==> src/rtl/crossfade_sequencer.sv <==
// Crossfade sequencer: steps the mixer's weight1 toward a target with fup/fdown pulses.
// Optional return leg to the starting weight when XFADE_PINGPONG_EN is defined.
module crossfade_sequencer #(
    parameter logic [4:0] MAX_WEIGHT  = 5'd31,
    parameter int         ACK_TIMEOUT = 8,
    parameter int         RATE_W      = 8
) (
    input  logic              clock,
    input  logic              reset,
    input  logic              ready,
    input  logic              start,
    input  logic              abort,
    input  logic [4:0]        target,
    input  logic [RATE_W-1:0] rate,
    input  logic [4:0]        weight1,
    input  logic              man_fup,
    input  logic              man_fdown,
    input  logic [7:0]        src_sel,
    output logic [9:0]        controls,
    output logic              busy,
    output logic              done,
    output logic              err
);

    typedef enum logic [2:0] {
        IDLE,
        WAIT_RATE,
        PULSE,
        ACK,
        FINISH
    } state_t;

    localparam int                ACK_W    = $clog2(ACK_TIMEOUT + 1);
    localparam logic [ACK_W-1:0]  ACK_LAST = ACK_W'(ACK_TIMEOUT - 1);
    localparam logic [ACK_W-1:0]  ACK_ONE  = ACK_W'(1);
    localparam logic [RATE_W-1:0] RATE_ONE = RATE_W'(1);

    state_t            state, state_n;
    logic [4:0]        tgt, tgt_n;
    logic [4:0]        wprev, wprev_n;
    logic [4:0]        tgt_clamp;
    logic [RATE_W-1:0] rate_q, rate_n;
    logic [RATE_W-1:0] rcnt, rcnt_n;
    logic [ACK_W-1:0]  acnt, acnt_n;
    logic [1:0]        ctrl_hi_n;
    logic [1:0]        step_n;
    logic              busy_n, done_n, err_n;
    logic              arrived;
`ifdef XFADE_PINGPONG_EN
    logic [4:0]        origin, origin_n;
    logic              leg, leg_n;
`endif

    assign tgt_clamp = (target > MAX_WEIGHT) ? MAX_WEIGHT : target;

    always_comb begin
        state_n  = state;
        tgt_n    = tgt;
        wprev_n  = wprev;
        rate_n   = rate_q;
        rcnt_n   = rcnt;
        acnt_n   = acnt;
        step_n   = 2'b00;
        err_n    = err;
        arrived  = 1'b0;
`ifdef XFADE_PINGPONG_EN
        origin_n = origin;
        leg_n    = leg;
`endif
        case (state)
            IDLE: begin
                if (start) begin
                    tgt_n   = tgt_clamp;
                    rate_n  = (rate == '0) ? RATE_ONE : rate;
                    err_n   = 1'b0;
                    rcnt_n  = '0;
                    acnt_n  = '0;
`ifdef XFADE_PINGPONG_EN
                    origin_n = weight1;
                    leg_n    = 1'b0;
`endif
                    state_n = (tgt_clamp == weight1) ? FINISH : WAIT_RATE;
                end
            end
            WAIT_RATE: begin
                if (ready) begin
                    if (rcnt == rate_q - RATE_ONE) begin
                        rcnt_n = '0;
                        // weight1 may have been moved externally onto the target
                        if (weight1 == tgt) begin
                            arrived = 1'b1;
                        end else begin
                            wprev_n = weight1;
                            step_n  = (weight1 < tgt) ? 2'b01 : 2'b10;
                            state_n = PULSE;
                        end
                    end else begin
                        rcnt_n = rcnt + RATE_ONE;
                    end
                end
            end
            PULSE: begin
                acnt_n  = '0;
                state_n = ACK;
            end
            ACK: begin
                if (weight1 != wprev) begin
                    acnt_n = '0;
                    if (weight1 == tgt) arrived = 1'b1;
                    else                state_n = WAIT_RATE;
                end else if (acnt == ACK_LAST) begin
                    acnt_n  = '0;
                    err_n   = 1'b1;
                    state_n = FINISH;
                end else begin
                    acnt_n = acnt + ACK_ONE;
                end
            end
            FINISH:  state_n = IDLE;
            default: state_n = IDLE;
        endcase

        if (arrived) begin
`ifdef XFADE_PINGPONG_EN
            if (!leg) begin
                leg_n   = 1'b1;
                tgt_n   = origin;
                state_n = WAIT_RATE;
            end else begin
                state_n = FINISH;
            end
`else
            state_n = FINISH;
`endif
        end

        // abort overrides everything, including a pulse about to be issued
        if (abort && state != IDLE) begin
            state_n = IDLE;
            step_n  = 2'b00;
            rcnt_n  = '0;
            acnt_n  = '0;
        end

        busy_n    = (state_n != IDLE);
        done_n    = (state == FINISH) && !abort;
        ctrl_hi_n = (state == IDLE) ? {man_fdown, man_fup} : step_n;
    end

    always_ff @(posedge clock) begin
        if (reset) begin
            state    <= IDLE;
            tgt      <= '0;
            wprev    <= '0;
            rate_q   <= '0;
            rcnt     <= '0;
            acnt     <= '0;
            controls <= '0;
            busy     <= 1'b0;
            done     <= 1'b0;
            err      <= 1'b0;
`ifdef XFADE_PINGPONG_EN
            origin   <= '0;
            leg      <= 1'b0;
`endif
        end else begin
            state    <= state_n;
            tgt      <= tgt_n;
            wprev    <= wprev_n;
            rate_q   <= rate_n;
            rcnt     <= rcnt_n;
            acnt     <= acnt_n;
            controls <= {ctrl_hi_n, src_sel};
            busy     <= busy_n;
            done     <= done_n;
            err      <= err_n;
`ifdef XFADE_PINGPONG_EN
            origin   <= origin_n;
            leg      <= leg_n;
`endif
        end
    end

endmodule
==> config.mk <==
export PLATFORM = sky130hd
export DESIGN_NAME = crossfade_sequencer
export DESIGN_NICKNAME = d
export VERILOG_FILES = /design/src/rtl/crossfade_sequencer.sv
export SDC_FILE = /design/constraint.sdc
export NUM_CORES = 1
export LEC_CHECK = 0
export ABC_CLOCK_PERIOD_IN_PS = 2600
export BUFFER_PORTS_ARGS = -buffer_cell sky130_fd_sc_hd__buf_2
export CELL_PAD_IN_SITES_DETAIL_PLACEMENT = 1
export CELL_PAD_IN_SITES_GLOBAL_PLACEMENT = 1
export CORE_MARGIN = 2
export CORE_UTILIZATION = 25
export DETAILED_ROUTE_END_ITERATION = 16
export GPL_TIMING_DRIVEN = 0
export PLACE_DENSITY_LB_ADDON = 0.1
export SLEW_MARGIN = 25
export SYNTH_ARGS = -nofsm -noshare
export SYNTH_HDL_FRONTEND = slang
export SYNTH_SLANG_ARGS = --single-unit
==> constraint.sdc <==
create_clock -name clock -period 2.6 [get_ports clock]
set_input_delay 0.65 -clock clock [delete_from_list [all_inputs] [get_ports clock]]
set_output_delay 0.65 -clock clock [all_outputs]
set_load 0.01 [all_outputs]
After elaboration in Yosys (flattened, before gate mapping)
Index checks and enable logic that the tools add are counted.
Cells by class
  add/subtract/negate cells: 3
  bitwise logic cells: 1
  reductions and logical operators: 16
  multiplexer cells: 37
  order comparisons: 2
  equal/unequal tests: 13
Operators by type and width (number)
  $mux W8: 4
  $mux W3: 10
  $pmux W8 S2: 1
  $mux W2: 7
  $mux W4: 3
  $pmux W3 S4: 1
  $pmux W4 S3: 1
  $eq A5 B5 Y1: 2
  $reduce_bool A3 Y1: 3
  $add A8 B1 Y8 const B: 1
  $eq A8 B8 Y1: 1
  $logic_not A8 Y1: 1
  $ne A2 B2 Y1 const B: 4
  $reduce_and A4 Y1: 2
  $sub A8 B1 Y8 const B: 1
  $mux W1: 7
  $eq A3 B2 Y1 const B: 2
  $gt A5 B5 Y1 const B: 1
  $lt A5 B5 Y1: 1
  $mux W5: 1
  $ne A5 B5 Y1: 1
  $add A4 B1 Y4 const B: 1
  $eq A4 B3 Y1 const B: 1
  $pmux W1 S2: 2
  other kinds (10): 13
Storage, ports and cells
  logic and storage cells: 82
  output and inout port bits: 13
  bits of input ports: 33
  register bits: 46

Depth between registers and ports, before layout
Gate-level depths: netlist (run 1).
  depth after elaboration: 9
  gate-level depth with buffers: 9
  depth with buffers taken out: 8

Worst setup path after synthesis (run 1)
No wires, ideal clock.
  kind: input-to-reg
  start: input port weight1[3]
  end: register acnt[3]
  path slack: 0.550 ns
  required time: 2.529 ns
  cell stages on the path: 5
  buffers on the path: 0
  library setup time: 0.071 ns
  data arrival time: 1.980 ns
  cell sequence: xor2_1 -> nor3_1 -> nand3_1 -> or4_1 -> a21oi_1
Between the ends
  longest elaborated chain between the ends: 3
RTL lines
  start: declaration: RTL line 15  | input logic [4:0] weight1,
  $ne A5 B5 Y1: RTL line 107  | if (weight1 != wprev) begin
  $mux W4: RTL line 107
  $pmux W4 S3: RTL line 70  | case (state)
  end signal: assignment: RTL line 172  | acnt <= acnt_n;
  end: declaration: RTL line 44  | logic [ACK_W-1:0] acnt, acnt_n;
Every way passes these cells.
A chain may end at the register's enable or synchronous reset.

Worst setup path in the final report (run 1)
  start: register rate_q[0]
  end: register wprev[3]
Between the ends
  longest elaborated chain between the ends: 3
RTL lines
  start: declaration: RTL line 42  | logic [RATE_W-1:0] rate_q, rate_n;
  start signal: assignment: RTL line 170  | rate_q <= rate_n;
  $sub A8 B1 Y8: RTL line 87  | if (rcnt == rate_q - RATE_ONE) begin
  $eq A8 B8 Y1: RTL line 87
  $reduce_and A4 Y1 (no source line)
  end signal: assignment: RTL line 169  | wprev <= wprev_n;
  end: declaration: RTL line 40  | logic [4:0] wprev, wprev_n;
Every way passes these cells.

==> out/metrics.csv, run 1 <==
metric,value,unit
status,"finished, final reports clean",
Worst Path Arrival,2.56,ns
layout cell share with drive strength beyond 1,19.1,%
slew margin rel.,54.1,%
die area,0.0108,mm2
fin crit period,2.32,ns
Rows,36,
Remaining DRCs,0,
"flops & latches, synth",46,
Die X,104,um
IO Port Bufs,44,
RePlAce Congestion,0.722,
Filler Cells Inserted,1196,
cell area after layout,0.00298,mm2
final hold viol count,0,
# nets final,390,
fin. max-slew vios,0,
CTS sink count,46,
number of setup violations in the final report,0,
post-synth cell types,50,
pin count of the biggest net entering global routing,15,
unrepaired setup endpoints after global routing,no,
CTS root buffer,clkbuf_8,
Avg Inst Size Synth,8.34,um2
CP Max Fanout,6,
Crit. End Element,flop,
Peak supply drop,0.000253,V
I/O Pins,46,
routed vias,2245,
Fin Setup TNS,0,ns
crit start category,flop,
Hold Path Class,flop to flop,
crit path kind,flop to flop,
placed instance area,0.00287,mm2
worst endpoint required time,2.83,ns
Synth Instances,298,
total grt overflow,0,
most frequent cells in the layout,"buf_2, dfxtp_1, nand2_1",
pwr/cell area,522,mW/mm2
hold_buf cts,0,
total power,1560,uW
total track usage,13.1,%
leakage power,0.00121,uW
Ys Warns,0,
Post-synth EDFFs,0,
First-pass DRT Iterations,4,
vias in the first global route,2382,
"Top FF cell, synth",dfxtp_1,
Max Root-Sink Buffers,2,
period utilisation layout,89.4,%
Area Growth Syn to Fin,20.0,%
global-route wire length before repair,11.6,mm
initial antenna violation count,0,
area of the multi-input gates,0.00145,mm2
post-CTS setup buffers,0,
Worst-Margin Slew,0.683,ns
DP HPWL,5.23,mm
Clock Pin Slew Worst Setup and Hold Paths,0.10,ns
"Seq/Total Area, Yosys",37.0,%
Post-Syn Area,0.00249,mm2
CTS Buf Count,5,
Reg area,921,um2
syn_nets,339,
CTS tree,yes,
Post-synth ARST share,0,%
post-route ant nets,0,
total core area,0.00973,mm2
Skew-Pair Late Insertion Delay,0.30,ns
post-detailed-route wirelength per cell,13.9,um
post_cts resized,0,
die height,104,um
maximum clock frequency,0.430,GHz
antenna fix cells,0,
Max Cap Viol,0,
routed wire length,6.73,mm
clock skew,0.00865,ns
initial DRC count,29,
H-tree depth,2,
drt via density,4.65,
Initial Util,25.6,%
==> kinds of logic after synthesis <==
group	count (synthesis)	share of synthesized area (%)
buffers and inverters	27	4.78
and+or+nand+nor	135	29.4
DFF	46	37.0
muxes	6	2.42
AOI/OAI and AO/OA	57	15.7
xor gates and xnor gates	19	6.69
adders and majority gates	8	4.03
==> where the power goes <==
group,internal (uW),switching [uW]
Clock,288,263
Sequential,731,18.6
Combinational,106,152
Total,1120,434
==> layer usage <==
layer,routed length (um),part of all wire [%],track usage (%)
met4,51,0.76,2.90
met5,0,0,0
met1,3180,47,16.3
met3,225,3.3,3.02
met2,3270,49,23.0
==> state kept, by name, summed over array words and instances (netlist names) <==
signal / flops
controls: 10
rate_q: 8
rcnt: 8
tgt: 5
wprev: 5
acnt: 4
state: 3
busy: 1
done: 1
err: 1
==> cells in the mapped netlist (2+ instances only) <==
cell	n	area [um2]
or4_1	7	52.6
or3_1	2	12.5
and3_1	5	31.3
o211ai_1	5	37.5
ha_1	8	100
a21o_1	4	30.0
nor3_1	7	35.0
buf_6	2	22.5
o32ai_1	2	17.5
nor2_1	15	56.3
clkbuf_1	9	33.8
a22oi_1	2	15.0
nor4_1	2	12.5
a211o_1	2	17.5
nand2b_1	11	68.8
nor4_4	2	42.5
a31oi_1	2	12.5
mux2i_1	6	60.1
xor2_1	13	114
nor2b_1	13	81.3
dfxtp_1	46	921
a31o_2	2	17.5
and3b_1	2	17.5
xnor2_1	6	52.6
and2_1	3	18.8
nand3_1	12	60.1
a21oi_1	23	115
buf_2	2	10.0
nand4_1	2	12.5
nand2_1	45	169
o21ai_0	4	20.0
inv_1	13	48.8
or2_2	2	12.5
==> per-stage QoR <==
step                      instances  hold slack [ns]  worst slack [ns]  util, %
final                           483            0.467             0.277     30.7
after global routing            483            0.484            0.0740     30.7
after CTS                       483            0.471             0.237     30.7
after detailed placement        475            0.456            0.0689     29.5
after global placement          475            0.443            0.0691     29.5
after floorplan                 298            0.436             0.550        -
==> critical path: stages (launching register included) <==
cell,delay (ns)
dfxtp_1,0.40
inv_1,0.08
ha_1,0.30
xnor2_1,0.12
nor2_1,0.14
o221ai_1,0.17
nor4_4,0.43
and3_1,0.24
buf_2,0.19
mux2i_1,0.19
==> worst paths after layout <==
path             start        to  slack (ns)  depth (start not counted)
max reg2reg  rate_q[0]  wprev[3]        0.28                          9
min             tgt[1]    tgt[1]        0.47                          2
max          rate_q[0]  wprev[3]        0.28                          9
min reg2reg     tgt[1]    tgt[1]        0.47                          2
==> final cells by class <==
class	count	area share, %
tap	133	5.58
clock inverter	2	1.26
clock buffer	6	2.43
inverter	13	1.64
multi-input combinational	225	48.5
buffer	14	2.35
timing repair buffer	44	7.38
sequential	46	30.9
No activity file was read; power rests on OpenSTA's default activity.
==> inputs of run 2 (changes only) <==
--- a/config.mk
+++ b/config.mk
@@ -9,6 +9,7 @@
 export BUFFER_PORTS_ARGS = -buffer_cell sky130_fd_sc_hd__buf_2
 export CELL_PAD_IN_SITES_DETAIL_PLACEMENT = 1
 export CELL_PAD_IN_SITES_GLOBAL_PLACEMENT = 1
+export CORE_ASPECT_RATIO = 2
 export CORE_MARGIN = 2
 export CORE_UTILIZATION = 25
 export DETAILED_ROUTE_END_ITERATION = 16
==> out/metrics.csv, run 2 (synthesized netlist as in run 1, its figures left out) <==
metric,value,unit
status,"finished, final reports clean",
Top reg by flops,controls,
Hold EP,tgt[1],
fin crit period,2.37,ns
Crit Reg-Reg Endpoint,wprev[4],
combinational power share,13.9,%
die height,145,um
global-route wire length before repair,12.4,mm
H-tree depth,2,
biggest regs,"controls x10, rate_q x8, rcnt x8",
CTS root buffer,clkbuf_16,
leakage power,0.00126,uW
path depth of the worst reg2reg path,9,
CTS sink count,46,
hold path startpoint,tgt[1],
initial DRC count,54,
total track usage,15.2,%
maximum clock frequency,0.422,GHz
routed vias,2260,
Clock Pin Slew Worst Setup and Hold Paths,0.07,ns
Crit. End Element,flop,
vias in the first global route,2491,
First-pass DRT Iterations,4,
clock skew,0.00399,ns
Reg power frac,39.9,%
CP Max Fanout,6,
crit path kind,flop to flop,
uppermost layer routed,met4,
internal power,1420,uW
Peak supply drop,0.000308,V
antenna fix cells,0,
Rows,51,
Worst-Margin Slew,0.673,ns
final hold viol count,0,
unrepaired setup endpoints after global routing,no,
CTS tree,yes,
worst endpoint required time,2.82,ns
RePlAce Congestion,0.793,
Skew-Pair Late Insertion Delay,0.29,ns
Max Cap Viol,0,
flop2flop setup slack,0.23,ns
# nets final,390,
post-route ant nets,0,
DR WL met3,192,um
Util after Layout,31.7,%
number of setup violations in the final report,0,
DP HPWL,6.05,mm
Hold Path Class,flop to flop,
Met1 Wirelength,2.72,mm
layout cell share with drive strength beyond 1,19.7,%
routed wire length,7.59,mm
IO Port Bufs,44,
Die X,74.5,um
total grt overflow,0,
crit start category,flop,
cell area after layout,0.00307,mm2
pin count of the biggest net entering global routing,15,
initial antenna violation count,0,
Area Growth Syn to Fin,23.6,%
Max Root-Sink Buffers,2,
total power,1880,uW
number of flip-flops under the largest register name,10,
I/O Pins,46,
r2r startpoint,rate_q[0],
Worst Path Arrival,2.59,ns
drt via density,4.69,
total core area,0.00970,mm2
fin. max-slew vios,0,
placed instance area,0.00287,mm2
Sw Share,24.8,%
met2 wire length,4.55,mm
Remaining DRCs,0,
slew margin rel.,54.8,%
pwr/cell area,613,mW/mm2
NetSw,468,uW
CTS Buf Count,5,
hold path depth,2,
die area,0.0108,mm2
most frequent cells in the layout,"buf_2, dfxtp_1, nand2_1",
Fin Setup TNS,0,ns
post-detailed-route wirelength per cell,15.8,um
hold_buf cts,0,
placed cell count,474,
Initial Util,25.6,%
period utilisation layout,91.1,%
final std cells w/o fill,482,
clock share of power,46.2,%
==> run 2: cell count changes in the layout (fill, tap and decap cells not counted) <==
cell,delta
clkbuf_16,+5
clkbuf_8,-4
bufinv_16,+1
clkbuf_1,-1
clkinvlp_4,-1
nor2_1,-1
nor2_2,+1
==> run 2: worst max path at each step <==
stage	from	to	slack, ns	depth (start not counted)
detailed placement	weight1[3]	acnt[3]	0.003	6
global route	rate_q[0]	wprev[4]	0.09	9
CTS	rate_q[0]	wprev[4]	0.20	9
finish	rate_q[0]	wprev[4]	0.23	9
floorplan	weight1[3]	acnt[3]	0.55	5
global placement	weight1[3]	acnt[3]	0.03	6
==> run 2: power by group through the flow <==
stage | logic [uW] | clock network (uW) | registers (uW)
after CTS | 269 | 902 | 752
after global placement | 263 | 0 | 768
after floorplan | 166 | 0 | 768
final | 262 | 870 | 751
after detailed placement | 267 | 0 | 768
after global routing | 299 | 926 | 754
==> run 2: through the flow <==
step | setup slack (ns) | hold slack (ns)
3_5_place_dp | 0.00262 | 0.454
3_3_place_gp | 0.0327 | 0.443
2_1_floorplan | 0.550 | 0.436
5_1_grt | 0.0908 | 0.497
6_report | 0.231 | 0.464
4_1_cts | 0.196 | 0.464
==> run 2: worst max-delay path, stage by stage, from the launching register on <==
cell,delay (ns)
dfxtp_1,0.38
inv_1,0.08
ha_1,0.31
xnor2_1,0.13
nor2_1,0.10
o221ai_1,0.18
nor4_4,0.48
and3_1,0.23
buf_2,0.18
mux2i_1,0.20
==> run 2: layout make-up <==
type / instances / area, um2
Fill cell: 1206 / 6630
Buffer: 14 / 70.1
Clock inverter: 2 / 60.1
Timing Repair Buffer: 44 / 220
Clock buffer: 6 / 139
Inverter: 13 / 48.8
Sequential cell: 46 / 921
Tap cell: 132 / 165
Multi-Input combinational cell: 225 / 1450
==> run 2: metal layers <==
| metal | vias up | global-route usage [%] |
|---|---|---|
| met5 | - | 0 |
| met4 | 0 | 5.36 |
| met3 | 7 | 2.50 |
| met2 | 29 | 29.9 |
| met1 | 1085 | 14.9 |
| li1 | 1139 | - |
==> run 2: repair_timing <==
item	4_1_cts	5_1_grt
resized for setup	0	1
buffers inserted	0	0
endpoints found under the setup margin	0	1
==> inputs of run 3 (changes only) <==
--- a/config.mk
+++ b/config.mk
@@ -11,7 +11,7 @@
 export CELL_PAD_IN_SITES_GLOBAL_PLACEMENT = 1
 export CORE_ASPECT_RATIO = 2
 export CORE_MARGIN = 2
-export CORE_UTILIZATION = 25
+export CORE_UTILIZATION = 40
 export DETAILED_ROUTE_END_ITERATION = 16
 export GPL_TIMING_DRIVEN = 0
 export PLACE_DENSITY_LB_ADDON = 0.1
==> out/metrics.csv, run 3 (synthesized netlist as in run 1, its figures left out) <==
metric,value,unit
status,"finished, final reports clean",
Die X,59.7,um
IO Port Bufs,44,
Area Growth Syn to Fin,18.0,%
maximum clock frequency,0.433,GHz
Hold WS,0.463,ns
hold_buf cts,0,
pwr/cell area,568,mW/mm2
number of flip-flops under the largest register name,10,
period utilisation layout,88.7,%
CP max stage cell,nor4_4,
post-route ant nets,0,
routed wire length,6.71,mm
Initial Util,41.4,%
Fin Setup TNS,0,ns
Reg power frac,45.0,%
Crit. End Element,flop,
drt via density,5.57,
number of setup violations in the final report,0,
Top reg by flops,controls,
most frequent cells in the layout,"buf_2, dfxtp_1, nand2_1",
Remaining DRCs,0,
leakage power,0.00123,uW
Sw Share,26.8,%
biggest regs,"controls x10, rate_q x8, rcnt x8",
Worst Slack Setup Final,0.293,ns
pre-CTS setup slack,0.105,ns
NetSw,447,uW
CTS Buf Count,5,
crit start category,flop,
fin. max-slew vios,0,
H-tree depth,2,
internal power,1220,uW
CTS root buffer,clkbuf_16,
Peak supply drop,0.000459,V
# nets final,390,
layout cell share with drive strength beyond 1,19.1,%
vias in the first global route,2442,
hold path startpoint,tgt[1],
Max Root-Sink Buffers,2,
Hold Path Class,flop to flop,
crit-path leading delay family,simple AND/OR/NAND/NOR gates,
global-route wire length before repair,11.1,mm
DP HPWL,5.31,mm
final hold viol count,0,
initial DRC count,63,
total grt overflow,0,
Worst path max stage delay,0.42,ns
combinational power share,15.5,%
initial antenna violation count,0,
routed vias,2302,
Stages on worst setup path,9,
hold path depth,2,
Worst-Margin Slew,0.605,ns
buffers and inverters on the worst path,2,
die height,115,um
clock skew,0.00232,ns
clock share of power,39.4,%
Clock Pin Slew Worst Setup and Hold Paths,0.06,ns
post_cts resized,0,
total core area,0.00601,mm2
CP Max Fanout,6,
antenna fix cells,0,
path depth of the worst reg2reg path,9,
RePlAce Congestion,0.743,
pin count of the biggest net entering global routing,14,
fin crit period,2.31,ns
CTS tree,yes,
CTS sink count,46,
total track usage,21.3,%
r2r startpoint,rate_q[0],
Util after Layout,48.8,%
Skew-Pair Late Insertion Delay,0.29,ns
Worst Path Arrival,2.53,ns
crit path from,rate_q[0],
die area,0.00690,mm2
I/O Pins,46,
Max Cap Viol,0,
unrepaired setup endpoints after global routing,no,
worst-path cell chain,"inv_1, ha_1, xnor2_1, nor2_1, o221ai_1, nor4_4, and3_1, buf_2, mux2i_1",
slew margin rel.,59.3,%
crit path kind,flop to flop,
post-CTS setup buffers,0,
First-pass DRT Iterations,4,
Rows,40,
post-detailed-route wirelength per cell,16.2,um
worst endpoint required time,2.82,ns
-- run 3: final timing paths --
path	slack (ns)	to
setup / recovery	0.29	wprev[3]
hold / removal	0.46	tgt[1]
setup reg to reg	0.29	wprev[3]
hold reg to reg	0.46	tgt[1]
-- run 3: routing by layer --
metal	up-vias	part of all wire [%]	GRT usage, %
li1	1142	-	-
met1	1105	35	20.8
met3	14	2.3	3.46
met4	0	2.7	9.78
met2	41	60	40.9
met5	-	0	0
-- run 3: per-stage QoR --
step	area, um2	std cells	power, uW
floorplan	2490	298	934
global placement	2790	405	1020
detailed placement	2790	405	1030
CTS	2930	413	1690
global route	2930	413	1750
finish	2930	413	1670
-- run 3: worst reg2reg max path: cells and delay by family, from the launching register on --
kind / cells / cell delay [ns]
DFF: 1 / 0.39
xor gates and xnor gates: 1 / 0.14
buffers and inverters: 2 / 0.27
and+or+nand+nor: 3 / 0.77
AOI/OAI and AO/OA: 1 / 0.17
adders and majority gates: 1 / 0.31
muxes: 1 / 0.20
-- run 3: area by class of cell --
cell class | instances | area, um2
Buffer | 14 | 70.1
Timing Repair Buffer | 44 | 220
Multi-Input combinational cell | 225 | 1450
Fill cell | 770 | 3070
Clock inverter | 1 | 5.00
Clock buffer | 7 | 143
Inverter | 13 | 48.8
Tap cell | 63 | 78.8
Sequential cell | 46 | 921
-- run 3: power by group through the flow --
| stage | Clock (uW) | Combinational (uW) | Sequential (uW) |
|---|---|---|---|
| 3_5_place_dp | 0 | 261 | 767 |
| 5_1_grt | 704 | 292 | 753 |
| 4_1_cts | 674 | 263 | 751 |
| 2_1_floorplan | 0 | 166 | 768 |
| 3_3_place_gp | 0 | 255 | 766 |
| 6_report | 658 | 259 | 750 |
